**src/rtl/dmem_lsu_pkg.sv**
```systemverilog
// Shared types and constants for the dmem_lsu load/store unit.
package dmem_lsu_pkg;

   typedef enum logic [1:0] {
      IDLE   = 2'd0,
      ACCESS = 2'd1,
      WRITE  = 2'd2
   } lsu_state_e;

   localparam logic [2:0] F3_B  = 3'b000;
   localparam logic [2:0] F3_H  = 3'b001;
   localparam logic [2:0] F3_W  = 3'b010;
   localparam logic [2:0] F3_BU = 3'b100;
   localparam logic [2:0] F3_HU = 3'b101;

   // Unsigned size codes exist only for loads.
   function automatic logic funct3_illegal(input logic is_write, input logic [2:0] f3);
      logic bad;
      case (f3)
         F3_B, F3_H, F3_W: bad = 1'b0;
         F3_BU, F3_HU:     bad = is_write;
         default:          bad = 1'b1;
      endcase
      return bad;
   endfunction

endpackage

```
**src/rtl/lsu_align.sv**
```systemverilog
// Combinational load lane extraction/extension and sub-word store merge.
module lsu_align
   import dmem_lsu_pkg::*;
(
   input  logic [31:0] rdata_i,
   input  logic [1:0]  lane_i,
   input  logic [2:0]  funct3_i,
   input  logic [31:0] wdata_i,
   output logic [31:0] load_data_o,
   output logic [31:0] merged_o
);

   logic [7:0]  byte_s;
   logic [15:0] half_s;

   // Halfwords are selected by lane bit 1 only, so an odd address never straddles lanes.
   always_comb begin
      byte_s = rdata_i[{lane_i, 3'b000} +: 8];
      half_s = lane_i[1] ? rdata_i[31:16] : rdata_i[15:0];
      case (funct3_i)
         F3_B:    load_data_o = {{24{byte_s[7]}}, byte_s};
         F3_BU:   load_data_o = {24'd0, byte_s};
         F3_H:    load_data_o = {{16{half_s[15]}}, half_s};
         F3_HU:   load_data_o = {16'd0, half_s};
         default: load_data_o = rdata_i;
      endcase
   end

   // Overwrite only the addressed lane of the word just read.
   always_comb begin
      merged_o = rdata_i;
      case (funct3_i)
         F3_B: merged_o[{lane_i, 3'b000} +: 8] = wdata_i[7:0];
         F3_H: begin
            if (lane_i[1]) begin
               merged_o[31:16] = wdata_i[15:0];
            end else begin
               merged_o[15:0] = wdata_i[15:0];
            end
         end
         default: merged_o = wdata_i;
      endcase
   end

endmodule

```
**src/rtl/dmem_lsu.sv**
```systemverilog
// Load/store unit between execute stage and word-addressed data memory.
// Optional alignment checking is enabled by defining DMEM_LSU_MISALIGN_CHECK_EN.
module dmem_lsu
   import dmem_lsu_pkg::*;
(
   input  logic        clk,
   input  logic        reset_n,
   input  logic        req_valid,
   output logic        req_ready,
   input  logic        req_write,
   input  logic [2:0]  req_funct3,
   input  logic [9:0]  req_addr,
   input  logic [31:0] req_wdata,
   output logic        resp_valid,
   output logic [31:0] resp_data,
   output logic        resp_err,
   output logic [9:0]  mem_byte_address,
   output logic        mem_write_enable,
   output logic [31:0] mem_write_data,
   input  logic [31:0] mem_read_data
);

   lsu_state_e  state_q, state_d;
   logic [9:0]  addr_q, addr_d;
   logic [2:0]  funct3_q, funct3_d;
   logic        write_q, write_d;
   logic [31:0] wdata_q, wdata_d;
   logic        mem_we_q, mem_we_d;
   logic [31:0] mem_wdata_q, mem_wdata_d;
   logic        resp_valid_q, resp_valid_d;
   logic        resp_err_q, resp_err_d;
   logic [31:0] resp_data_q, resp_data_d;
   logic        accept_s, reject_s, misalign_s;
   logic [31:0] load_data_s, merged_s;

`ifdef DMEM_LSU_MISALIGN_CHECK_EN
   always_comb begin
      case (req_funct3)
         F3_H, F3_HU: misalign_s = req_addr[0];
         F3_W:        misalign_s = |req_addr[1:0];
         default:     misalign_s = 1'b0;
      endcase
   end
`else
   assign misalign_s = 1'b0;
`endif

   assign accept_s = req_valid && (state_q == IDLE);
   assign reject_s = funct3_illegal(req_write, req_funct3) || misalign_s;

   lsu_align u_align (
      .rdata_i     (mem_read_data),
      .lane_i      (addr_q[1:0]),
      .funct3_i    (funct3_q),
      .wdata_i     (wdata_q),
      .load_data_o (load_data_s),
      .merged_o    (merged_s)
   );

   always_ff @(posedge clk or negedge reset_n) begin
      if (!reset_n) begin
         state_q <= IDLE;
      end else begin
         state_q <= state_d;
      end
   end

   always_comb begin
      state_d = state_q;
      case (state_q)
         IDLE: begin
            if (accept_s && !reject_s) begin
               state_d = ACCESS;
            end else begin
               state_d = IDLE;
            end
         end
         ACCESS: begin
            if (write_q && (funct3_q != F3_W)) begin
               state_d = WRITE;
            end else begin
               state_d = IDLE;
            end
         end
         WRITE:   state_d = IDLE;
         default: state_d = IDLE;
      endcase
   end

   // Memory strobe is computed a cycle early so it is a clean register during ACCESS/WRITE.
   always_comb begin
      addr_d       = addr_q;
      funct3_d     = funct3_q;
      write_d      = write_q;
      wdata_d      = wdata_q;
      mem_we_d     = 1'b0;
      mem_wdata_d  = mem_wdata_q;
      resp_valid_d = 1'b0;
      resp_err_d   = 1'b0;
      resp_data_d  = 32'd0;
      case (state_q)
         IDLE: begin
            if (accept_s) begin
               addr_d   = req_addr;
               funct3_d = req_funct3;
               write_d  = req_write;
               wdata_d  = req_wdata;
               if (reject_s) begin
                  resp_valid_d = 1'b1;
                  resp_err_d   = 1'b1;
               end else if (req_write && (req_funct3 == F3_W)) begin
                  mem_we_d    = 1'b1;
                  mem_wdata_d = req_wdata;
               end else begin
                  mem_we_d = 1'b0;
               end
            end else begin
               mem_we_d = 1'b0;
            end
         end
         ACCESS: begin
            if (!write_q) begin
               resp_valid_d = 1'b1;
               resp_data_d  = load_data_s;
            end else if (funct3_q == F3_W) begin
               resp_valid_d = 1'b1;
            end else begin
               mem_we_d    = 1'b1;
               mem_wdata_d = merged_s;
            end
         end
         WRITE:   resp_valid_d = 1'b1;
         default: resp_valid_d = 1'b0;
      endcase
   end

   always_ff @(posedge clk or negedge reset_n) begin
      if (!reset_n) begin
         addr_q       <= 10'd0;
         funct3_q     <= 3'd0;
         write_q      <= 1'b0;
         wdata_q      <= 32'd0;
         mem_we_q     <= 1'b0;
         mem_wdata_q  <= 32'd0;
         resp_valid_q <= 1'b0;
         resp_err_q   <= 1'b0;
         resp_data_q  <= 32'd0;
      end else begin
         addr_q       <= addr_d;
         funct3_q     <= funct3_d;
         write_q      <= write_d;
         wdata_q      <= wdata_d;
         mem_we_q     <= mem_we_d;
         mem_wdata_q  <= mem_wdata_d;
         resp_valid_q <= resp_valid_d;
         resp_err_q   <= resp_err_d;
         resp_data_q  <= resp_data_d;
      end
   end

   assign req_ready        = (state_q == IDLE);
   assign resp_valid       = resp_valid_q;
   assign resp_err         = resp_err_q;
   assign resp_data        = resp_data_q;
   assign mem_byte_address = {addr_q[9:2], 2'b00};
   assign mem_write_enable = mem_we_q;
   assign mem_write_data   = mem_wdata_q;

endmodule

```
**config.mk**
```make
export PLATFORM = sky130hd
export DESIGN_NAME = dmem_lsu
export DESIGN_NICKNAME = d
export VERILOG_FILES = /design/src/rtl/dmem_lsu_pkg.sv /design/src/rtl/lsu_align.sv /design/src/rtl/dmem_lsu.sv
export SDC_FILE = /design/constraint.sdc
export NUM_CORES = 1
export LEC_CHECK = 0
export CAP_MARGIN = 25
export CORE_ASPECT_RATIO = 0.7
export CORE_UTILIZATION = 54
export CTS_BUF_LIST = sky130_fd_sc_hd__clkbuf_2
export DETAILED_ROUTE_END_ITERATION = 12
export GPL_TIMING_DRIVEN = 0
export HOLD_SLACK_MARGIN = 0.08
export PLACE_DENSITY = 0.88
export SYNTH_ARGS = -nofsm -noshare
export SYNTH_HDL_FRONTEND = slang
export SYNTH_SLANG_ARGS = --single-unit
```
**constraint.sdc**
```tcl
create_clock -name clk -period 7.4 [get_ports clk]
set_input_delay 0.74 -clock clk [delete_from_list [all_inputs] [get_ports clk]]
set_output_delay 0.74 -clock clk [all_outputs]
set_load 0.03 [all_outputs]
```
==> impl_metrics.tcl <==
set metrics [dict create \
    worstSetupStartpointType "register" \
    nets 838 \
    initial_core_util_pct 56.2 \
    clk_pin_slew_ns 0.17 \
    worstSetupPathType "reg2reg" \
    n_fill_cell 703 \
    synthCells 574 \
    tightest_slew_ns 0.765 \
    hold_buffers 0 \
    vdd_drop_max_v 0.000261 \
    yosys.cell_types.count 52 \
    port-buffer-count 156 \
    syn_area_per_cell_um2 10.2 \
    cts_made_buffers 17 \
    clock-root-buffer "clkbuf_2" \
    p_leak_uw 0.00329 \
    dieArea_um2 11300 \
    intPower_uw 1280 \
    grt_overflow_total 0 \
    relSlewSlack_pct 49.0 \
    gp_congestion 0.924 \
    rsz0062_at_grt "false" \
    routedWlPerCell_um 22.5 \
    fp.dieW_um 127 \
    multiInputGateArea_um2 2680 \
    first_pass_iters 8 \
    grt_pass1_vias 5414 \
    grt_antenna_before_repair 0 \
    yosysWarnings 0 \
    power_frac_comb_pct 43.6 \
    cellPowerDensity_nw_per_um2 280 \
    arrival_ns 3.77 \
    synth_top_family_by_area "compound AO/OA/AOI/OAI gates" \
    hpwl_um 15200 \
    grt_max_degree 59 \
    syn2layout_area_growth_pct 33.1 \
    r2r_start "addr_q[1]" \
    hold_violations 0 \
    synth-edff-count 0 \
    synthArstFlopShare_pct 100 \
    post-route-util_pct 74.8 \
    status "completed" \
    n_antenna_cell 0 \
    crit_required_ns 8.04 \
    post_route_cells_drive_above_1_share_pct 18.0 \
    setup_violations 0 \
    path_max_fanout 10 \
    total_power_uw 2190 \
    die_h_um 89.2 \
    clk_latency_ns 0.69 \
    switching_share_pct 41.3 \
    fin_setup_tns_ns 0 \
    skew_ns 0.0334 \
    final_cell_mix "155 x clkdlybuf4s50_1, 115 x dfrtp_1, 94 x nand2_1, 60 x mux2_2, 58 x o21ai_0" \
    h-tree-depth 4 \
    clock_path_buffers 2 \
    worst_path_max_delay_cell "ha_1" \
    min_period_over_period_pct 42.2 \
    path_cells "buf_2 > buf_4 > clkbuf_1 > inv_1 > ha_1 > nor4bb_1 > buf_1 > nand3_1 > a21oi_1 > o22a_1" \
    clkPwrFrac_pct 16.4 \
    synth_simple_gate_area_share_pct 13.0 \
    slowest_delay_ns 0.41 \
    synthFlopType "dfrtp_1" \
    hold_path.class "in2async" \
    drt_iter0_markers 614 \
    ant_nets 0 \
    power_switching_uw 903 \
    drv_slew 0 \
    grt_pass1_wl_um 30700 \
    synth_compound_area_share_pct 19.2 \
    drt_wl_total_um 20200 \
    post_cts_resized 0 \
    synth-xor-area-share_pct 0 \
    period_minus_slack_ns 3.12 \
    postCtsSetupBuffers 0 \
    synth_seq_cells 115 \
    syn-cell-area_um2 5860 \
    setup.worst_path.start "addr_q[1]" \
    timing.final.ws_setup_ns 4.28 \
    layout.area.seq_um2 2880 \
    drc 0 \
    routed_via_density 6.39 \
    ios 159 \
    coreArea_um2 10400 \
    cts_tree "built" \
    cap_violations 0 \
    grt_use_total_pct 37.2 \
    synth-adder-area-share_pct 1.07 \
    num_vias 5720 \
    pwr-share-seq_pct 40.0 \
    fp-row-count 31 \
    seq_area_frac_synth_pct 49.1 \
    crit_path_end_kind "register" \
    final_common_cell "clkdlybuf4s50_1" \
    fmax_ghz 0.320 \
    post-place-ws_ns 4.39 \
    muxShareOfSynthArea_pct 12.2 \
    cts_sinks 115 \
]
[layout make-up]
class	count	share of cell area, %
Buffer	54	3.72
Sequential cell	115	36.9
Tap cell	132	2.12
Clock buffer	17	1.09
Clock inverter	13	1.23
Multi-Input combinational cell	400	34.3
Inverter	6	0.289
Timing Repair Buffer	158	20.4
[registers in the layout, indices dropped and copies added, names as in the netlist]
| name | count |
|---|---|
| resp_valid | 1 |
| resp_data | 32 |
| addr_q | 10 |
| mem_write_enable | 1 |
| wdata_q | 32 |
| funct3_q | 3 |
| write_q | 1 |
| state_q | 2 |
| resp_err | 1 |
| mem_write_data | 32 |
[critical path: cells and delay by family (launching register included)]
| kind | cells | cell delay [ns] |
|---|---|---|
| buf+inv | 5 | 1.39 |
| simple gates | 2 | 0.47 |
| compound gates | 2 | 0.42 |
| fa+ha+maj | 1 | 0.41 |
| flops | 1 | 0.40 |
[final timing paths]
path / slack [ns] / endpoint / depth (start not counted)
max in group asynchronous: 6.56 / wdata_q[18] / 2
min in group clk: 0.52 / mem_write_data[12] / 2
min: 0.09 / resp_data[7] / 1
min reg2reg: 0.52 / mem_write_data[12] / 2
max reg2reg: 4.28 / mem_write_data[19] / 10
max: 4.28 / mem_write_data[19] / 10
[per-stage QoR]
step	std cells	cell area [um2]	hold slack, ns
CTS	894	7800	0.106
finish	895	7800	0.0932
detailed placement	864	7620	0.475
global route	895	7800	0.115
global placement	863	7590	0.471
floorplan	575	5870	0.444
[cell usage after synthesis, types with 14 or more instances]
cell,instances,share of area [%]
mux2_2,60,12
dfrtp_1,115,49
clkbuf_1,17,1.1
nand2_1,94,6.0
nor2_1,14,0.90
nand3_1,19,1.6
a221oi_1,16,2.4
a21oi_1,36,3.1
o21ai_0,58,5.0
buf_2,16,1.4
buf_4,16,2.0
o22a_1,17,2.5
[routing by layer]
| layer | GRT usage, % | vias to the layer above | wire length (um) |
|---|---|---|---|
| met4 | 11.1 | 0 | 474 |
| met5 | 0 | - | 0 |
| met2 | 55.3 | 457 | 8560 |
| met1 | 52.2 | 2750 | 8460 |
| met3 | 12.0 | 58 | 2670 |
| li1 | - | 2455 | - |
[power groups by stage]
stage,Sequential (uW),Combinational [uW],Clock [uW]
6_report,875,954,358
2_1_floorplan,1040,363,0
5_1_grt,889,1000,389
3_3_place_gp,875,915,0
4_1_cts,870,943,356
3_5_place_dp,880,937,0
[logic make-up (layout without fill, tap and decap cells)]
kind of cell               Yosys count  in the layout
AOI/OAI and AO/OA                  169            169
and+or+nand+nor                    161            161
DFF                                115            115
muxes                               63             63
buffers and inverters               60            248
adders and majority gates            5              5
other                                1              2
Note: power is estimated with default switching activity, not from simulation.
